$ cat config.mk
export PLATFORM = sky130hd
export DESIGN_NAME = pl_branch_predictor
export DESIGN_NICKNAME = d
export VERILOG_FILES = /design/src/rtl/pl_branch_predictor.sv
export SDC_FILE = /design/constraint.sdc
export NUM_CORES = 2
export LEC_CHECK = 0
export BUFFER_PORTS_ARGS = -buffer_cell sky130_fd_sc_hd__buf_2
export CORE_MARGIN = 4
export CORE_UTILIZATION = 48
export CTS_CLUSTER_DIAMETER = 80
export DETAILED_ROUTE_END_ITERATION = 12
export GPL_TIMING_DRIVEN = 1
export MAX_ROUTING_LAYER = met4
export PLACE_DENSITY = 0.75
export SLEW_MARGIN = 20
export SYNTH_ARGS = -nofsm -noshare
export SYNTH_HDL_FRONTEND = slang
export SYNTH_SLANG_ARGS = --single-unit
export TNS_END_PERCENT = 1
$ cat constraint.sdc
create_clock -name clk -period 4.13 [get_ports clk]
set_input_delay 0.413 -clock clk [delete_from_list [all_inputs] [get_ports clk]]
set_output_delay 0.413 -clock clk [all_outputs]
set_load 0.05 [all_outputs]
$ cat src/rtl/pl_branch_predictor.sv
// pl_branch_predictor: direct-mapped fetch direction/target predictor with Execute-side resolve and update
// Ports:
//   clk, rst_n                 clock, async active-low reset
//   PCF                        fetch PC looked up each cycle
//   PredTakenF, PredTargetF    combinational prediction for PCF
//   ValidE, IsJumpE, PCE       Execute control instruction info (ValidE=0 for bubbles)
//   TakenE, TargetE            resolved direction and target
//   PredTakenE, PredTargetE    prediction that travelled with the Execute instruction
//   MispredictE, RedirectPCE   redirect request and corrected PC
//   FlushD, FlushE             clear IF/ID and ID/EX on a redirect
//   BranchCount                resolved control instructions
//   MispredictCount            mispredictions
module pl_branch_predictor #(
   parameter int ENTRIES = 16,
   parameter int XLEN    = 32
) (
   input  logic            clk,
   input  logic            rst_n,
   input  logic [XLEN-1:0] PCF,
   output logic            PredTakenF,
   output logic [XLEN-1:0] PredTargetF,
   input  logic            ValidE,
   input  logic            IsJumpE,
   input  logic [XLEN-1:0] PCE,
   input  logic            TakenE,
   input  logic [XLEN-1:0] TargetE,
   input  logic            PredTakenE,
   input  logic [XLEN-1:0] PredTargetE,
   output logic            MispredictE,
   output logic [XLEN-1:0] RedirectPCE,
   output logic            FlushD,
   output logic            FlushE,
   output logic [31:0]     BranchCount,
   output logic [31:0]     MispredictCount
);
   localparam int INDEX_W = $clog2(ENTRIES);
   localparam int TAG_W   = XLEN - INDEX_W - 2;
   logic               valid_q  [ENTRIES];
   logic               valid_d  [ENTRIES];
   logic [TAG_W-1:0]   tag_q    [ENTRIES];
   logic [TAG_W-1:0]   tag_d    [ENTRIES];
   logic [XLEN-1:0]    target_q [ENTRIES];
   logic [XLEN-1:0]    target_d [ENTRIES];
   logic [1:0]         ctr_q    [ENTRIES];
   logic [1:0]         ctr_d    [ENTRIES];
   logic [31:0]        branch_cnt_q, branch_cnt_d, mis_cnt_q, mis_cnt_d;
   logic [INDEX_W-1:0] idx_f, idx_e;
   logic [TAG_W-1:0]   tag_f, tag_e;
   logic               hit_f, hit_e;
   logic [1:0]         ctr_e, ctr_upd;
   // Lookup: reads only registered state, so an update in flight is not bypassed
   always_comb begin
      idx_f       = PCF[INDEX_W+1:2];
      tag_f       = PCF[XLEN-1:INDEX_W+2];
      hit_f       = valid_q[idx_f] && (tag_q[idx_f] == tag_f);
      PredTakenF  = hit_f && ctr_q[idx_f][1];
      PredTargetF = PredTakenF ? target_q[idx_f] : PCF + XLEN'(4);
   end
   // Resolve: a bubble carrying a taken prediction also needs a redirect
   always_comb begin
      MispredictE = ValidE ? (TakenE != PredTakenE || (TakenE && TargetE != PredTargetE)) : PredTakenE;
      RedirectPCE = (ValidE && TakenE) ? TargetE : PCE + XLEN'(4);
      FlushD      = MispredictE;
      FlushE      = MispredictE;
   end
   // Update: single write port driven by the Execute resolution
   always_comb begin
      idx_e   = PCE[INDEX_W+1:2];
      tag_e   = PCE[XLEN-1:INDEX_W+2];
      hit_e   = valid_q[idx_e] && (tag_q[idx_e] == tag_e);
      ctr_e   = ctr_q[idx_e];
      ctr_upd = IsJumpE ? 2'b11 :
                TakenE  ? ((ctr_e == 2'b11) ? 2'b11 : ctr_e + 2'b01) :
                          ((ctr_e == 2'b00) ? 2'b00 : ctr_e - 2'b01);
      valid_d  = valid_q;
      tag_d    = tag_q;
      target_d = target_q;
      ctr_d    = ctr_q;
      if (ValidE && hit_e) begin
         ctr_d[idx_e] = ctr_upd;
         if (TakenE) target_d[idx_e] = TargetE;
      end else if (ValidE && TakenE) begin
         valid_d[idx_e]  = 1'b1;
         tag_d[idx_e]    = tag_e;
         target_d[idx_e] = TargetE;
         ctr_d[idx_e]    = IsJumpE ? 2'b11 : 2'b10;
      end
      branch_cnt_d = branch_cnt_q + {31'b0, ValidE};
      mis_cnt_d    = mis_cnt_q + {31'b0, MispredictE};
   end
   always_ff @(posedge clk or negedge rst_n) begin
      if (!rst_n) begin
         for (int i = 0; i < ENTRIES; i++) begin
            valid_q[i]  <= 1'b0;
            tag_q[i]    <= '0;
            target_q[i] <= '0;
            ctr_q[i]    <= 2'b01;
         end
         branch_cnt_q <= '0;
         mis_cnt_q    <= '0;
      end else begin
         valid_q      <= valid_d;
         tag_q        <= tag_d;
         target_q     <= target_d;
         ctr_q        <= ctr_d;
         branch_cnt_q <= branch_cnt_d;
         mis_cnt_q    <= mis_cnt_d;
      end
   end
   assign BranchCount     = branch_cnt_q;
   assign MispredictCount = mis_cnt_q;
endmodule

==> flow_metrics.tcl <==
set metrics [dict create \
    status "finished with violations" \
    violations "setup timing" \
    period_needed_ns 4.65 \
    die_w_um 343 \
    start_kind "register" \
    syn_to_final_growth_pct 18.4 \
    cts.clk_slew.worst_paths_ns 0.06 \
    drt_iter0_drc 4250 \
    slowest_stage "or4b_4" \
    clkPwrFrac_pct 35.5 \
    synth_most_common_cell "dfrtp_1" \
    drive_gt1_share_pct 45.8 \
    postSynthAreaPerCell_sq_um 13.6 \
    via_per_inst 6.32 \
    yosys-top-cells-area "dfrtp_1 (48%), mux2_2 (16%), mux4_2 (15%)" \
    cp.buffers_inverters 3 \
    clk_latency_ns 0.73 \
    antenna_left 0 \
    synth_area_sq_um 53800 \
    top_layer_used "met4" \
    rsz0062_at_grt "true" \
    power_mw 30.8 \
    finalSetupTns_ns -15.90 \
    setup_viol 32 \
    initial_core_util_pct 48.5 \
    place_hpwl_mm 112 \
    grt_max_degree 131 \
    crit_path_max_incr_delay_ns 0.64 \
    cp-end-kind "primary output" \
    wl_mm 169 \
    crit_top_cell "mux4_2" \
    post_cts_buffers 0 \
    hold_viol_final 0 \
    synth_cells 3944 \
    drv_cap 0 \
    overflow 0 \
    wl_met1_mm 65.4 \
    std_cell_rows 122 \
    wl_met3_mm 17.5 \
    cp.required_ns 3.72 \
    grt_pass1_wl_mm 251 \
    critPathTopFamily "multiplexers" \
    synth_edf_count 0 \
    clk_path_buf_depth 3 \
    finClkSkew_ns 0.0785 \
    cts-root-buf "clkbuf_16" \
    wl_per_cell_um 28.7 \
    synth_top_cell_by_area "dfrtp_1" \
    drc_errors 0 \
    path_cells "mux4_2, mux4_2, xnor2_2, nand4_1, nor3_2, buf_4, or4b_4, clkbuf_16, mux2_2, buf_6" \
    p_int_mw 22.2 \
    seqPwrFrac_pct 43.9 \
    die_height_um 343 \
    gp_congestion 0.947 \
    antenna_found_initial 16 \
    wl_met2_mm 76.3 \
    firstDrtPassIters 5 \
    cts_tree "done" \
    numCtsBuffers 111 \
    synth_common_cells "dfrtp_1 (1,024), mux2_2 (745), nand2_1 (412)" \
    p_comb_share_pct 20.6 \
    async_flop_share_pct 100 \
    switching_share_pct 27.9 \
    path_max_fanout 8 \
    yosys_warnings 0 \
    cp.arrival_ns 4.24 \
    max-vdd-ir-drop_uv 393 \
    layout_setup_ws_ns -0.522 \
    switchingPower_mw 8.59 \
    finalCritPeriodShare_pct 113 \
    vias 37100 \
    first_global_vias 38000 \
    port_buffers 265 \
    maxSlewViolCount 0 \
    hold_class "in2reg" \
    synth-seq-cells 1040 \
    path_class "reg2out" \
    core_sq_um 111000 \
    clock_sinks 1040 \
    tightest_slew_ns 1.06 \
    hold_slack_ns 0.0446 \
    ys_seq_area_share_pct 48.4 \
    synth_nets 4087 \
    synth.top_cell.area_share_pct 47.6 \
    design.die.area_sq_um 118000 \
    gr-usage-all-layers_pct 29.5 \
    p_per_area_nw_per_um2 484 \
    nets 4426 \
    h-tree-depth 3 \
    synthFlopType "dfrtp_1" \
    power.leakage_nw 28.2 \
    ios 266 \
    relSlewSlack_pct 28.9 \
    clock.fmax_mhz 215 \
    synth.distinct_cells 68 \
]
[worst paths after layout]
| check | start | endpoint | slack (ns) | depth (start not counted) |
|---|---|---|---|---|
| worst min register to register | BranchCount[31] | BranchCount[31] | 0.46 | 1 |
| max in group asynchronous | rst_n | target_q[229] | 2.49 | 3 |
| worst max-delay path | tag_q[91] | PredTargetF[31] | -0.52 | 10 |
| min in group asynchronous | rst_n | tag_q[243] | 0.40 | 2 |
| worst max register to register | tag_q[35] | tag_q[151] | 0.17 | 12 |
| worst min-delay path | PCE[28] | tag_q[152] | 0.04 | 2 |
[sequential cells by signal (all words and copies together) (netlist names)]
name and flops:
MispredictCount 32, BranchCount 32, target_q 512, valid_q 16, ctr_q 32, tag_q 416
[layout make-up]
class	instances	area (sq um)
tap	1488	1860
inverter	17	63.8
multi-input combinational	2524	26400
fill	8470	47300
antenna	14	35.0
clock inverter	53	870
clock buffer	150	3190
sequential	1040	26000
timing repair buffer	589	5300
[per-layer routing]
layer  track usage (%)  up-vias
li1                  -    15200
met2              43.1     2092
met1              38.5    19400
met5                 -        -
met4              14.7        0
met3              7.44      459
[stage by stage]
| stage | area [sq um] | utilization, % | instances | setup WS (ns) |
|---|---|---|---|---|
| detailed placement | 59200 | 53.4 | 5654 | -0.338 |
| finish | 63700 | 57.4 | 5875 | -0.522 |
| CTS | 63600 | 57.3 | 5859 | -0.460 |
| global placement | 59200 | 53.3 | 5653 | -0.373 |
| global route | 63700 | 57.4 | 5871 | -0.569 |
| floorplan | 53800 | - | 3944 | -0.358 |
[placed cells by master, fill, tap and decap left out, types with 27 or more instances in the layout]
| cell | n |
|---|---|
| dfrtp_1 | 1024 |
| buf_6 | 34 |
| mux2_2 | 745 |
| buf_12 | 95 |
| nand4_1 | 37 |
| mux2_1 | 122 |
| buf_2 | 210 |
| xnor2_1 | 125 |
| xor2_1 | 72 |
| o21ai_0 | 38 |
| buf_4 | 242 |
| mux2_4 | 30 |
| mux2i_1 | 83 |
| nor2_1 | 68 |
| a21oi_1 | 39 |
| clkbuf_16 | 113 |
| a311oi_1 | 32 |
| nand3_1 | 56 |
| mux4_2 | 361 |
| clkbuf_8 | 27 |
| nand2_1 | 408 |
| nor3_1 | 27 |
| and3_1 | 31 |
[logic make-up after synthesis]
group / count (synthesis) / synth area share, %
xor gates and xnor gates: 204 / 3.32
and+or+nand+nor: 762 / 6.59
buffers and inverters: 380 / 3.23
AOI/OAI and AO/OA: 206 / 2.59
muxes: 1342 / 35.6
adders and majority gates: 10 / 0.228
DFF: 1040 / 48.4
[repair_timing]
action / CTS / global route
pin swaps: 4 / 3
hold buffers: 1 / 0
cloned: 1 / 2
hold endpoints to repair: 84 / 0
resized for setup: 74 / 9
setup endpoints to repair: 33 / 34
[power by group through the flow]
stage | Clock, mW | Combinational [mW] | Sequential, mW
finish | 10.9 | 6.35 | 13.5
global route | 11.5 | 6.76 | 13.7
CTS | 11.1 | 6.31 | 13.4
detailed placement | 0 | 6.22 | 13.6
global placement | 0 | 6.04 | 13.5
floorplan | 0 | 4.26 | 13.3
Note: power is estimated with default switching activity, not from simulation.
